`src/rtl/ahblite_pkg.sv`:
```
// Shared AHB-Lite encodings and the command-master state type.
// Imported by the command master and its lane-alignment helper.
package ahblite_pkg;

  typedef enum logic [1:0] {
    HTRANS_IDLE   = 2'b00,
    HTRANS_BUSY   = 2'b01,
    HTRANS_NONSEQ = 2'b10,
    HTRANS_SEQ    = 2'b11
  } htrans_t;

  localparam logic [2:0] HSIZE_BYTE = 3'b000;
  localparam logic [2:0] HSIZE_HALF = 3'b001;
  localparam logic [2:0] HSIZE_WORD = 3'b010;

  localparam logic [2:0] HBURST_SINGLE = 3'b000;

  typedef enum logic [1:0] {
    ST_IDLE = 2'b00,
    ST_ADDR = 2'b01,
    ST_DATA = 2'b10
  } state_t;

  // Only byte/half/word transfers exist on this 32-bit bus, each naturally aligned.
  function automatic logic cmd_legal(input logic [2:0] size, input logic [1:0] addr_lo);
    logic ok;
    ok = 1'b0;
    case (size)
      HSIZE_BYTE: ok = 1'b1;
      HSIZE_HALF: ok = ~addr_lo[0];
      HSIZE_WORD: ok = (addr_lo == 2'b00);
      default:    ok = 1'b0;
    endcase
    return ok;
  endfunction

endpackage

```
`src/rtl/ahblite_lane_align.sv`:
```
// Byte-lane handling for a 32-bit AHB-Lite bus: write replication across
// lanes and right-justified, zero-extended extraction of read data.
module ahblite_lane_align
  import ahblite_pkg::*;
(
  input  logic [2:0]  size,
  input  logic [1:0]  addr_lo,
  input  logic [31:0] wdata,
  input  logic [31:0] rdata,
  output logic [31:0] wdata_lanes,
  output logic [31:0] rdata_aligned
);

  genvar gi;
  generate
    for (gi = 0; gi < 4; gi++) begin : g_wlane
      assign wdata_lanes[gi*8 +: 8] =
        (size == HSIZE_BYTE) ? wdata[7:0] :
        (size == HSIZE_HALF) ? wdata[(gi % 2)*8 +: 8] :
                               wdata[gi*8 +: 8];
    end
  endgenerate

  always_comb begin
    rdata_aligned = '0;
    case (size)
      HSIZE_BYTE: rdata_aligned[7:0]  = rdata[{addr_lo, 3'b000} +: 8];
      HSIZE_HALF: rdata_aligned[15:0] = addr_lo[1] ? rdata[31:16] : rdata[15:0];
      default:    rdata_aligned       = rdata;
    endcase
  end

endmodule

```
`src/rtl/ahblite_cmd_master.sv`:
```
// Single-outstanding AHB-Lite manager: turns one command at a time into a
// SINGLE transfer and reports completion with a one-cycle response pulse.
module ahblite_cmd_master
  import ahblite_pkg::*;
#(
  parameter logic [3:0] HPROT_VAL = 4'b0011
) (
  input  logic        HCLK,
  input  logic        HRESETn,
  input  logic        cmd_valid,
  output logic        cmd_ready,
  input  logic        cmd_write,
  input  logic [31:0] cmd_addr,
  input  logic [2:0]  cmd_size,
  input  logic [31:0] cmd_wdata,
  output logic        rsp_valid,
  output logic [31:0] rsp_rdata,
  output logic        rsp_err,
  output logic [31:0] HADDR,
  output logic [1:0]  HTRANS,
  output logic        HWRITE,
  output logic [2:0]  HSIZE,
  output logic [2:0]  HBURST,
  output logic [3:0]  HPROT,
  output logic        HMASTLOCK,
  output logic [31:0] HWDATA,
  input  logic [31:0] HRDATA,
  input  logic        HREADY,
  input  logic        HRESP
);

  state_t      state_reg, state_next;
  logic [31:0] addr_reg;
  logic        write_reg;
  logic [2:0]  size_reg;
  logic [31:0] wdata_reg;
  logic        rsp_valid_reg;
  logic [31:0] rsp_rdata_reg;
  logic        rsp_err_reg;

  htrans_t     htrans_next;
  logic [31:0] hwdata_next;
  logic [31:0] wdata_lanes;
  logic [31:0] rdata_aligned;
  logic        accept;
  logic        legal;
  logic        done;

  ahblite_lane_align u_lane_align (
    .size          (size_reg),
    .addr_lo       (addr_reg[1:0]),
    .wdata         (wdata_reg),
    .rdata         (HRDATA),
    .wdata_lanes   (wdata_lanes),
    .rdata_aligned (rdata_aligned)
  );

  assign accept = cmd_valid & cmd_ready;
  assign legal  = cmd_legal(cmd_size, cmd_addr[1:0]);
  assign done   = (state_reg == ST_DATA) && HREADY;

  always_comb begin
    state_next  = state_reg;
    cmd_ready   = 1'b0;
    htrans_next = HTRANS_IDLE;
    hwdata_next = '0;
    case (state_reg)
      ST_IDLE: begin
        cmd_ready = 1'b1;
        if (cmd_valid && legal) state_next = ST_ADDR;
      end
      ST_ADDR: begin
        htrans_next = HTRANS_NONSEQ;
        if (HREADY) state_next = ST_DATA;
      end
      ST_DATA: begin
        if (write_reg) hwdata_next = wdata_lanes;
        if (HREADY) state_next = ST_IDLE;
      end
      default: state_next = ST_IDLE;
    endcase
  end

  // Bus-facing command fields only change for legal commands, so a rejected
  // command leaves HADDR/HWRITE/HSIZE at the last transfer's values.
  always_ff @(posedge HCLK or negedge HRESETn) begin
    if (!HRESETn) begin
      state_reg     <= ST_IDLE;
      addr_reg      <= '0;
      write_reg     <= 1'b0;
      size_reg      <= '0;
      wdata_reg     <= '0;
      rsp_valid_reg <= 1'b0;
      rsp_rdata_reg <= '0;
      rsp_err_reg   <= 1'b0;
    end else begin
      state_reg     <= state_next;
      rsp_valid_reg <= 1'b0;
      if (accept && legal) begin
        addr_reg  <= cmd_addr;
        write_reg <= cmd_write;
        size_reg  <= cmd_size;
        wdata_reg <= cmd_wdata;
      end
      if (accept && !legal) begin
        rsp_valid_reg <= 1'b1;
        rsp_err_reg   <= 1'b1;
        rsp_rdata_reg <= '0;
      end
      if (done) begin
        rsp_valid_reg <= 1'b1;
        rsp_err_reg   <= HRESP;
        rsp_rdata_reg <= (!write_reg && !HRESP) ? rdata_aligned : '0;
      end
    end
  end

  assign HTRANS    = htrans_next;
  assign HWDATA    = hwdata_next;
  assign HADDR     = addr_reg;
  assign HWRITE    = write_reg;
  assign HSIZE     = size_reg;
  assign HBURST    = HBURST_SINGLE;
  assign HPROT     = HPROT_VAL;
  assign HMASTLOCK = 1'b0;
  assign rsp_valid = rsp_valid_reg;
  assign rsp_rdata = rsp_rdata_reg;
  assign rsp_err   = rsp_err_reg;

endmodule

```
`config.mk`:
```
export PLATFORM = sky130hd
export DESIGN_NAME = ahblite_cmd_master
export DESIGN_NICKNAME = d
export VERILOG_FILES = /design/src/rtl/ahblite_pkg.sv /design/src/rtl/ahblite_lane_align.sv /design/src/rtl/ahblite_cmd_master.sv
export SDC_FILE = /design/constraint.sdc
export NUM_CORES = 1
export LEC_CHECK = 0
export CORE_UTILIZATION = 47
export DETAILED_ROUTE_END_ITERATION = 6
export PLACE_DENSITY = 0.87
export SYNTH_ARGS = -nofsm -noshare
export SYNTH_HDL_FRONTEND = slang
export SYNTH_HIERARCHICAL = 1
export SYNTH_SLANG_ARGS = --single-unit
```
`constraint.sdc`:
```
create_clock -name HCLK -period 2.9 [get_ports HCLK]
set_input_delay 0.435 -clock HCLK [delete_from_list [all_inputs] [get_ports HCLK]]
set_output_delay 0.435 -clock HCLK [all_outputs]
set_load 0.05 [all_outputs]
```
-- Yosys cells after proc, flatten, opt, wreduce, memory -nomap -nowiden
Index checks and enable logic that the tools add are counted.
- bits in registers: 104
- latch bits: 0
- bits in writable memories: 0
- memory bits (read-only): 0
- input port bits: 105
- output and inout port bits: 113
- memories: 0
- $add $sub $neg: 0
- multiply operators: 0
- div/mod/pow operators: 0
- $lt $le $gt $ge: 0
- equal/unequal tests: 8
- shift-type cells: 1
- muxes and demuxes: 25
- bitwise logic cells: 2
- reductions and logical operators: 15
- operators by type and width (operator ; count):
    $mux 32 ; 5
    $mux 8 ; 5
    $mux 16 ; 2
    $pmux 8 s2 ; 2
    $shiftx 32x6->8 ; 1
    $mux 2 ; 4
    $eq 3x1->1 const B ; 2
    $logic_not 3->1 ; 2
    $ne 2x2->1 const B ; 3
    $pmux 2 s3 ; 1
    $logic_and 1x1->1 ; 5
    $mux 1 ; 5
    $logic_not 2->1 ; 2
    $eq 3x2->1 const B ; 1
    $logic_not 1->1 ; 3
    $pmux 1 s3 ; 1
    $reduce_and 3->1 ; 1
    $eq 2x1->1 const B ; 1
    $eq 2x2->1 const B ; 1
    $reduce_bool 2->1 ; 1
    $reduce_or 2->1 ; 1
    $and 1x1->1 ; 1
    $not 1->1 ; 1

-- Logic depth before layout (Yosys ltp)
- word-level depth: 6
- mapped depth: 6

-- By module
Netlist, hierarchy kept.
- by module, submodules not included (module ; times used ; cells an instance ; area an instance (sq um) ; sequential area each (sq um)):
    ahblite_cmd_master ; 1 ; 289 ; 4252.8 ; 2602.5
    ahblite_lane_align ; 1 ; 147 ; 1044.8 ; 0.0

-- Worst setup path before layout
OpenSTA, ideal clock, no wires.
- path type: register to output
- start point: register size_reg[1] (netlist: HSIZE[1])
- end point: output HWDATA[31]
- arrival time: 1.804 ns
- slack: 0.661 ns
- stages on the path, launching flop included: 7
- cells stage by stage: dfrtp_1 -> or2_1 -> buf_4 -> buf_2 -> nand2_1 -> o21ai_1 -> and2_1
- longest elaborated chain between the ends: 5
- elaborated cells on any way between the ends: 6
- those cells by class: 1 x eq/ne; 4 x mux; 1 x reduce/logical
- RTL lines (element ; RTL line ; RTL):
    from (decl) ; ahblite_cmd_master.sv:35 ; logic [2:0] size_reg;
    from (signal assigned) ; ahblite_cmd_master.sv:102 ; size_reg <= cmd_size;
    $eq 3x1->1 ; - ;
    $mux 8 ; ahblite_lane_align.sv:19 ; (size == HSIZE_HALF) ? wdata[(gi % 2)*8 +: 8] :
    $mux 8 (*) ; ahblite_lane_align.sv:18 ; (size == HSIZE_BYTE) ? wdata[7:0] :
    named net wdata_lanes[31] ; ahblite_cmd_master.sv:43 ; logic [31:0] wdata_lanes;
    $mux 32 (*) ; ahblite_cmd_master.sv:77 ; if (write_reg) hwdata_next = wdata_lanes;
    $mux 32 (*) ; ahblite_cmd_master.sv:67 ; case (state_reg)
    to (decl) ; ahblite_cmd_master.sv:26 ; output logic [31:0] HWDATA,
The timed path passes the listed nets; every way through them passes the cells marked *.

-- Worst setup path after layout
- start point: register size_reg[1] (netlist: HSIZE[1])
- end point: output HWDATA[11]
- longest elaborated chain between the ends: 4
- RTL lines (element ; RTL line):
    $logic_not 3->1 ; ahblite_lane_align.sv:18
    $mux 8 ; ahblite_lane_align.sv:18
    named net wdata_lanes[11] ; ahblite_cmd_master.sv:43
    $mux 32 ; ahblite_cmd_master.sv:77
    $mux 32 ; ahblite_cmd_master.sv:67
The timed path passes the listed nets, and every way through them passes these cells.

==> key figures <==
Outcome
  • Outcome: finished, final reports clean

Die
  • I/O Pins: 218
  • Core area: 0.01089 mm2
  • Row Count: 38
  • Initial cell density of the core: 48.66%
  • Die extent in x: 108.2 um
  • DIE HEIGHT: 108.2 um
  • Die area: 0.01170 mm2

Synthesis
  • #FFs+latches synth: 104
  • Post-Synthesis Cells: 436
  • Sequential area share after synthesis: 49.13%
  • Count of unique library cells instantiated by Yosys: 35
  • Mapped Area: 0.005298 mm2
  • Async S/R FF share, synth: 100.0%
  • EDFF count, synth: 0
  • Yosys warnings: 6
  • Ys flop type: dfrtp_1
  • Mean Syn Cell Area: 12.15 um2

Finish
  • Layout cells sized above 1: 24.33%
  • Antenna Cells: 0
  • Area growth syn-to-layout: 47.92%
  • Area of the multi-input gates: 0.002377 mm2
  • FF+latch area: 0.002603 mm2
  • Nets@finish: 733
  • Fill cells: 759

STA
  • Worst setup margin: 304.7 ps
  • Fin. max-slew vios: 0
  • FMAX: 385.3 MHz
  • Unrepaired setup endpoints after global routing: false
  • Endpoints failing setup: 0
  • Worst Skew: 9.378 ps
  • Period utilisation layout: 89.49%
  • Final hold violation count: 0
  • Slew margin rel.: 42.13%
  • Setup TNS: 0 ps
  • Worst Max-Slew Pin Slew: 868.0 ps
  • Min Clock Period, post-route: 2595 ps

Power
  • Clock power share: 17.6%
  • VDD IR max: 0.5367 mV
  • Power per cell area: 723.5 mW/mm2
  • Sequential share of power: 35.5%
  • Leak Pwr: 3.393 nW
  • Internal power: 0.003367 W
  • Logic pwr share: 46.9%
  • Sw Ratio: 40.62%
  • Switching Power: 0.002303 W

Setup path
  • Worst-path cell chain: or2_2, nor2_4, mux2_1, and2_1, buf_4
  • Crit path DAT: 2160 ps
  • Critical path's slowest cell: dfrtp_1
  • Crit-path max cell delay: 450 ps
  • WP depth: 5
  • Max Fanout on Critical Path: 8
  • Critical path buffers and inverters: 1
  • Top delay family on crit path: simple AND/OR/NAND/NOR gates
  • Critical Path Source Type: flop
  • Worst Path Required: 2470 ps
  • Setup slack, reg-to-reg: 930 ps
  • Crit path kind: reg2out
  • R2R depth: 5
  • CP Capture Type: output pin

CTS
  • CTS tree: yes
  • Setup Fix Bufs, Post-CTS: 0
  • Max Root-Sink Buffers: 2
  • Clock sink total: 104
  • Post-CTS Resized: 0
  • Root Driver: clkbuf_8
  • H-tree levels: 3
  • Clock latency on the worst-skew pair: 370 ps
  • Number of CTS-inserted buffers: 9
  • Reg clk slew, reported paths: 100 ps
  • Post-CTS Hold Buffers: 0

Place
  • Detailed Place HPWL: 10,950 um
  • Routability congestion estimate: 0.8803
  • IO Port Bufs: 208
  • Setup slack after placement: 445.7 ps

Detailed routing
  • Total number of vias: 4,179
  • First DRT Iteration DRCs: 259
  • Vias per cell: 5.406
  • DRC violations left: 0
  • DRT Pass-1 Iters: 4
  • Post-route ant nets: 0
  • Final WL: 14,710 um
  • Routed WL per cell: 19.03 um

GRT
  • Vias in the first global route: 4,273
  • GRT Overall Usage: 25.76%
  • Largest net degree at the start of global routing: 71
  • GRT overflow: 0
  • First-pass GRT wire length: 22,710 um
  • Initial antenna violation count: 0

Flow run
  • Max cap viols: 0

Min path
  • Hold Path Class: in2async
==> per-layer routing <==
layer	GRT usage (%)	up-vias	share of wire (%)
li1	-	1901	-
met3	4.822	42	5.9
met5	0	-	0
met1	32.25	2066	39
met4	14.19	0	4.3
met2	42.04	170	51
==> final timing paths <==
path                                from            end
max                             HSIZE[1]     HWDATA[11]
min                              HRESETn   rsp_rdata[5]
max reg2reg                     HSIZE[1]   rsp_rdata[7]
min reg2reg                wdata_reg[16]  wdata_reg[16]
max in group asynchronous        HRESETn  wdata_reg[26]
min in group HCLK          wdata_reg[16]  wdata_reg[16]
==> synth_stat cells (all sizes together) (2+ instances only) <==
master / n / area, um2
mux2: 75 / 874.6
nor4b: 8 / 120.1
mux2i: 16 / 160.2
dfrtp: 104 / 2603
nand2: 43 / 161.4
inv: 12 / 45.04
buf: 42 / 301.5
a221oi: 8 / 120.1
clkbuf: 6 / 22.52
a32o: 32 / 320.3
nor2: 5 / 26.27
and2: 50 / 315.3
nor3: 2 / 15.01
conb: 2 / 7.510
nand2b: 2 / 12.51
o21ai: 19 / 106.4
==> area by class of cell <==
type / count / share of cell area [%]
Tap cell: 140 / 2.235
Clock buffer: 9 / 1.581
Clock inverter: 7 / 1.213
Multi-Input combinational cell: 279 / 30.34
Sequential cell: 104 / 33.21
Timing Repair Buffer: 222 / 30.85
Inverter: 12 / 0.5748
==> cell families after synthesis <==
group | count (synthesis) | share of synthesized area (%)
AOI/OAI and AO/OA | 64 | 11.22
buffers and inverters | 60 | 6.968
DFF | 104 | 49.13
muxes | 91 | 19.53
other | 2 | 0.1418
and+or+nand+nor | 115 | 13.01
==> power by group through the flow <==
| stage | clock (W) | sequential (W) | combinational [W] |
|---|---|---|---|
| after global placement | 0 | 0.00201 | 0.00260 |
| after detailed placement | 0 | 0.00204 | 0.00266 |
| final | 0.00100 | 0.00201 | 0.00266 |
| after global routing | 0.00108 | 0.00206 | 0.00279 |
| after CTS | 0.00102 | 0.00201 | 0.00267 |
| after floorplan | 0 | 0.00263 | 0.00119 |
==> per-stage QoR <==
stage	instances	area (um2)	power [W]	hold WS, ps	utilization (%)
floorplan	443	5324	0.003818	139.4	-
global placement	757	7617	0.004608	487.1	69.96
detailed placement	757	7617	0.004695	491.9	69.96
CTS	773	7836	0.005703	198.3	71.97
global route	773	7836	0.005929	241.6	71.97
finish	773	7836	0.005669	172.9	71.97
==> layout by cell type (no fill, tap or decap), drive strengths merged <==
master	n
or2	1
bufinv	2
mux2	75
clkbuf	9
buf	47
nor2	5
nand2	43
clkinvlp	1
nor3b	1
dfrtp	104
a21oi	1
nand2b	2
a221oi	8
conb	9
inv	13
clkinv	3
a32o	32
o21a	1
nor3	2
nand3b	1
nor4b	8
and2	50
or3	1
clkdlybuf4s50	175
o21ai	19
mux2i	16
a31oi	1
nor2b	1
o311ai	1
o211ai	1
(Power assumes the default switching activity.)
